===== src/rtl/booth_r4_ctrl.sv =====
// Sequential radix-4 Booth control stage for an 8x8 signed multiplier.
// Recodes one Booth digit per cycle, drives an external 16-bit adder with the
// shifted/inverted partial product and accumulates the returned sum.
module booth_r4_ctrl (
  input  logic        clk_i,
  input  logic        rst_ni,
  input  logic        start_i,
  input  logic [7:0]  mcand_i,
  input  logic [7:0]  mplier_i,
  output logic        busy_o,
  output logic        done_o,
  output logic [15:0] product_o,
  output logic [15:0] add_a_o,
  output logic [15:0] add_b_o,
  output logic        add_cin_o,
  input  logic [15:0] add_sum_i
);

  typedef enum logic [1:0] {
    IDLE = 2'd0,
    RUN  = 2'd1,
    DONE = 2'd2
  } state_e;

  state_e      state_q, state_d;
  logic [1:0]  cnt_q, cnt_d;
  logic [15:0] m_q, m_d;
  logic [8:0]  q_q, q_d;
  logic [15:0] acc_q, acc_d;

  logic [2:0]  triplet;
  logic        digitZero;
  logic        digitNeg;
  logic        digitDbl;
  logic [15:0] multiple;
  logic [15:0] partial;

  // Register bank; reset clears everything so outputs drop to zero at once.
  always_ff @(posedge clk_i or negedge rst_ni) begin
    if (!rst_ni) begin
      state_q <= IDLE;
      cnt_q   <= 2'd0;
      m_q     <= 16'd0;
      q_q     <= 9'd0;
      acc_q   <= 16'd0;
    end else begin
      state_q <= state_d;
      cnt_q   <= cnt_d;
      m_q     <= m_d;
      q_q     <= q_d;
      acc_q   <= acc_d;
    end
  end

  // Next-state logic: capture operands on acceptance, accumulate while running.
  always_comb begin
    state_d = state_q;
    cnt_d   = cnt_q;
    m_d     = m_q;
    q_d     = q_q;
    acc_d   = acc_q;
    case (state_q)
      IDLE: begin
        if (start_i) begin
          state_d = RUN;
          m_d     = {{8{mcand_i[7]}}, mcand_i};
          q_d     = {mplier_i, 1'b0};
          acc_d   = 16'd0;
          cnt_d   = 2'd0;
        end
      end
      RUN: begin
        acc_d = add_sum_i;
        cnt_d = cnt_q + 2'd1;
        if (cnt_q == 2'd3) begin
          state_d = DONE;
        end
      end
      DONE: begin
        state_d = IDLE;
      end
      default: begin
        state_d = IDLE;
      end
    endcase
  end

  // Select the overlapping multiplier triplet for the current digit.
  always_comb begin
    triplet = 3'b000;
    case (cnt_q)
      2'd0: triplet = q_q[2:0];
      2'd1: triplet = q_q[4:2];
      2'd2: triplet = q_q[6:4];
      2'd3: triplet = q_q[8:6];
      default: triplet = 3'b000;
    endcase
  end

  // Booth recoding of the triplet into zero / sign / 1x-or-2x magnitude.
  always_comb begin
    digitZero = 1'b0;
    digitNeg  = 1'b0;
    digitDbl  = 1'b0;
    case (triplet)
      3'b000, 3'b111: digitZero = 1'b1;
      3'b001, 3'b010: digitNeg  = 1'b0;
      3'b011:         digitDbl  = 1'b1;
      3'b100: begin
        digitNeg = 1'b1;
        digitDbl = 1'b1;
      end
      3'b101, 3'b110: digitNeg  = 1'b1;
      default:        digitZero = 1'b1;
    endcase
  end

  // Partial product: pick M or 2M, then weight it by 4^digit.
  always_comb begin
    multiple = digitDbl ? {m_q[14:0], 1'b0} : m_q;
    partial  = multiple << {cnt_q, 1'b0};
  end

  // Adder operand drive; negation is ~P plus carry-in, idle outside RUN.
  always_comb begin
    add_a_o   = 16'd0;
    add_b_o   = 16'd0;
    add_cin_o = 1'b0;
    if (state_q == RUN) begin
      add_a_o = acc_q;
      if (!digitZero) begin
        add_b_o   = digitNeg ? ~partial : partial;
        add_cin_o = digitNeg;
      end
    end
  end

  // Status outputs are decoded straight from the state register.
  always_comb begin
    busy_o    = (state_q != IDLE);
    done_o    = (state_q == DONE);
    product_o = acc_q;
  end

endmodule


===== config.mk =====
export PLATFORM = sky130hd
export DESIGN_NAME = booth_r4_ctrl
export DESIGN_NICKNAME = d
export VERILOG_FILES = /design/src/rtl/booth_r4_ctrl.sv
export SDC_FILE = /design/constraint.sdc
export NUM_CORES = 1
export LEC_CHECK = 0
export ABC_AREA = 1
export BUFFER_PORTS_ARGS = -buffer_cell sky130_fd_sc_hd__clkbuf_2
export CAP_MARGIN = 20
export CORE_UTILIZATION = 30
export DETAILED_ROUTE_END_ITERATION = 16
export HOLD_SLACK_MARGIN = 0.06
export PLACE_DENSITY_LB_ADDON = 0.3
export SYNTH_ARGS = -nofsm -noshare
export SYNTH_HDL_FRONTEND = slang
export SYNTH_SLANG_ARGS = --single-unit

===== constraint.sdc =====
create_clock -name clk_i -period 2.98 [get_ports clk_i]
set_input_delay 0 -clock clk_i [delete_from_list [all_inputs] [get_ports clk_i]]
set_output_delay 0 -clock clk_i [all_outputs]
set_load 0.03 [all_outputs]

* After elaboration in Yosys (flattened, before gate mapping)
Cells that the tools add are included.
** Storage, ports and cells
- Output and inout port bits :: 51
- Flip-flop bits (word level) :: 36
- Input bits :: 35
** Operators by class
- Equality and inequality tests :: 12
- Shifts and indexed selects :: 1
- Reduce and logical (&&, ||, !) cells :: 11
- Muxes and demuxes :: 18
- Bitwise gates (word level) :: 1
- Add/subtract/negate cells :: 1
** Operators with widths (number)
- $mux W16 :: 5
- $pmux W16 S2 :: 1
- $not A16 Y16 :: 1
- $shl A16 B3 Y16 :: 1
- $eq A3 B3 Y1 const B :: 4
- $pmux W3 S4 :: 1
- $mux W8 :: 1
- $pmux W2 S2 :: 2
- $eq A2 B2 Y1 const B :: 3
- $mux W2 :: 3
- $reduce_and A2 Y1 :: 3
- $mux W1 :: 5
- $eq A2 B1 Y1 const B :: 2
- $logic_not A2 Y1 :: 2
- $ne A2 B2 Y1 const B :: 2
- $reduce_bool A2 Y1 :: 2
- $reduce_or A2 Y1 :: 2
- $eq A3 B2 Y1 const B :: 1
- $logic_not A3 Y1 :: 1
- $reduce_or A3 Y1 :: 1
- $add A2 B1 Y2 const B :: 1

* Depth between registers and ports, before layout
- Word-level depth :: 11
- Gate-level depth with buffers :: 16
- Mapped depth without buffers :: 15

* Least setup slack after synthesis
OpenSTA, ideal clock, no wires.
- Path kind :: register to output
- From :: register cnt_q[1]
- To :: output port add_b_o[15]
- Path slack :: 0.231 ns
- Cell stages (with the launch flop) :: 13
- Arrival :: 2.749 ns
- Data required time :: 2.980 ns
- Path through :: dfrtp_1 -> inv_1 -> buf_4 -> ha_1 -> inv_2 -> nand2_1 -> nor2_1 -> nor2_2 -> nand2_2 -> nor2_4 -> nor2_2 -> nor3_1 -> buf_4
** Between the ends
- Word-level cells in the longest chain between the ends :: 11
- Elaborated cells between the ends (all ways) :: 23
- Classes of those cells :: eq/ne: 8; shift: 1; mux: 8; bitwise: 1; reduce/logical: 5
** Ends and longest elaborated chain
- start: declaration :: RTL line 26 : logic [1:0] cnt_q, cnt_d;
- start signal: assignment :: RTL line 48 : cnt_q <= cnt_d;
- $eq A2 B2 Y1 (tied with other cells) :: RTL line 91 : case (cnt_q)
- $pmux W3 S4 :: RTL line 91
- $eq A3 B3 Y1 or $eq A3 B2 Y1 (tied branches) :: RTL line 105 : case (triplet)
- $reduce_or A2 Y1 (no line)
- $mux W1 :: RTL line 105
- $mux W8 :: RTL line 120 : multiple = digitDbl ? {m_q[14:0], 1'b0} : m_q;
- $shl A16 B3 Y16 :: RTL line 121 : partial = multiple << {cnt_q, 1'b0};
- $not A16 Y16 :: RTL line 132 : add_b_o = digitNeg ? ~partial : partial;
- $mux W16 :: RTL line 132
- $mux W16 * :: RTL line 131 : if (!digitZero) begin
- $mux W16 * :: RTL line 129 : if (state_q == RUN) begin
- end: declaration :: RTL line 14 : output logic [15:0] add_b_o,
Every way passes the cells marked *; elsewhere a longest branch is shown, timed or not.

* Worst setup path in the final report
- From :: register cnt_q[0]
- To :: output port add_b_o[1]
Same word-level chain as after synthesis.

==> metrics <==
result of the run=complete, no violations; wire length per cell=11.2 µm; most frequent cells in the layout=nand2_1 (114), clkbuf_2 (85), nand3_1 (46); cell type of the slowest stage on the worst timing path=dfrtp_2; Clk Latency, worst-skew pair=290 ps; floorplan core area=0.00729 mm²; count of nets left with antenna violations after detail routing=0; share of layout cells above drive strength 1=25.3%; Layout Cell Area excl Fill=0.00324 mm²; n_diodes=0; hold crit path type=primary input to register; kind of cell adding the most delay to the critical path=simple AND/OR/NAND/NOR gates; wire length of the first global-routing pass=10.6 mm; commonest non-fill, non-tap cell in the layout=nand2_1; detailed-placement wirelength estimate=4.54 mm; number of DRC markers after the initial detailed-route iteration=90; number of port buffers=85; ratio of final minimum period to clock period=90.5%; effective utilization at floorplan=31.3%; layout overhead on the synthesized area=41.9%; number of flip-flops and latches in the synthesized netlist=36; post-CTS setup buffer count=0; Critical Path End Type=primary output; global placement routability congestion=0.846; Buf/Inv on CP=4; GRT overflow=0; RSZ-0062 raised after global routing=no; Placed Instance Area=0.00281 mm²; CTS buffer count=5; Clk Tree Root Cell=clkbuf_8; timing-limited maximum frequency=371 MHz; final setup violation count=0; post-synth top area share=39.5%; arrival time worst endpoint=2700 ps; instance count of the mapped netlist=342; Placed Instances=520; longest individual stage delay on the worst path=510 ps; clock tree from TritonCTS=done; clock transition at the registers of the reported paths=70 ps; overall global routing resource usage=16.9%; pin count of the biggest net entering global routing=37; crit start category=register; Slew Limit Fails=0; data required time at the worst endpoint=2980 ps; setup slack of the critical path after layout=282 ps; vias per inst=4.51; standard-cell rows=31; setup skew after layout=5.32 ps; antenna violations before repair=0; Clock Tree Buf Depth=2; minimum setup slack after placement=439 ps; # fillers=761; number of different library cells in the post-synthesis netlist=24; overall via count from detail_route=2530; combined area of all synthesized cells=0.00228 mm²; largest driver fanout on the critical path=14; Fin Setup TNS=0 ps; area taken by multi-input logic gates=0.00116 mm²; Post-layout nets=500; Routed Wire Length=6.28 mm; number of global-route vias before repair=2355; clock sink count=36; number of max-capacitance violations reported=0; syn_area_per_cell=6.67 µm²; Post-Synthesis Net Count=381; CTS H-Tree Depth=2; yosys warns=0; sequential standard cell area=902 µm²; path type of the worst setup path=register to primary output; clock period minus final worst setup slack=2700 ps; first-pass iteration count of the detailed router=4; headroom to the max-slew limit=41.9%; cell type contributing the most total cell area after synthesis=dfrtp_1; cells along the critical path=inv_2, ha_1, inv_2, nand2_1, nor2_1, nor2_2, nand2_2, nor2_4, nor2_2, inv_4, o21ai_1, a21oi_1, clkbuf_2; die extent in y=89.2 µm; slew of the pin with the lowest slew margin=872 ps; number of I/O pins=86; cell types with the largest area share after synthesis=dfrtp_1 (39%), nand2_1 (19%), nand3_1 (10%), inv_1 (6.1%), nor2_1 (5.9%); number of remaining DRC errors=0; die span in x=89.2 µm; final std cells w/o fill=561; die area=0.00796 mm²; count of final hold-check violations=0; share of synthesized area occupied by flip-flops and latches=39.5%
==> path summary, 6_finish.rpt <==
| check | startpoint | endpoint | cells after the start | slack (ps) |
|---|---|---|---|---|
| worst max-delay path | cnt_q[0] | add_b_o[1] | 13 | 280 |
| worst min-delay path | start_i | state_q[0] | 3 | 190 |
| worst max register to register | state_q[0] | cnt_q[1] | 5 | 1240 |
| worst min register to register | q_q[7] | q_q[7] | 2 | 480 |
| max in group asynchronous | rst_ni | cnt_q[0] | 2 | 2020 |
| min in group asynchronous | rst_ni | product_o[2] | 2 | 370 |
==> synth_stat cells <==
library cell,instances
o21ai_0,27
o21bai_1,1
nand2_4,1
nor3_1,1
dfrtp_1,36
buf_4,5
clkinv_1,1
nand2_2,3
o21ai_2,1
inv_1,37
o21ai_1,2
nand3_1,46
ha_1,4
nand4_1,1
nor2_4,1
inv_4,1
nor2_2,3
xor2_1,1
inv_2,3
nor2_1,36
clkbuf_1,6
nand3_2,4
nand2_1,114
a21oi_1,7
==> tightest hold or removal path: stages <==
cell and delay, ps:
clkbuf_2 80, nand2_1 210, o21ai_0 140
==> flip-flops by register name, summed over array words and instances (netlist names) <==
signal and count:
product_o 16, state_q 2, cnt_q 2, q_q 8, m_q 8
==> metal layers <==
| layer | vias to the layer above | GRT usage [%] | part of all wire (%) |
|---|---|---|---|
| met1 | 1123 | 21.0 | 47 |
| met3 | 9 | 2.49 | 4.3 |
| met4 | 0 | 4.91 | 1.2 |
| li1 | 1313 | - | - |
| met2 | 85 | 30.5 | 48 |
| met5 | - | 0 | 0 |
==> cell families after synthesis <==
family	share of synthesized area [%]
simple gates	39.7
buf+inv	9.65
compound gates	8.61
flops	39.5
fa+ha+maj	2.19
xor+xnor	0.384
==> final cells by class <==
cell class / instances / area share [%]
timing repair buffer: 123 / 24.5
inverter: 42 / 5.07
clock buffer: 5 / 2.13
tap: 99 / 3.83
sequential: 36 / 27.9
clock inverter: 3 / 0.735
multi-input combinational: 253 / 35.8
==> per-stage QoR <==
| step | utilization, % | hold WS [ps] |
|---|---|---|
| CTS | 44.3 | 200 |
| detailed placement | 38.5 | 178 |
| finish | 44.4 | 192 |
| floorplan | - | -296 |
| global route | 44.4 | 215 |
| global placement | 38.5 | 161 |
==> repair_timing <==
action                     4_1_cts  5_1_grt
hold buffers                    33        0
setup endpoints to repair        0       16
resized for setup                0        2
hold endpoints to repair        68        0
Power is not shown: default switching activity piles up to over one toggle a cycle in this logic, so the estimate is an artifact.
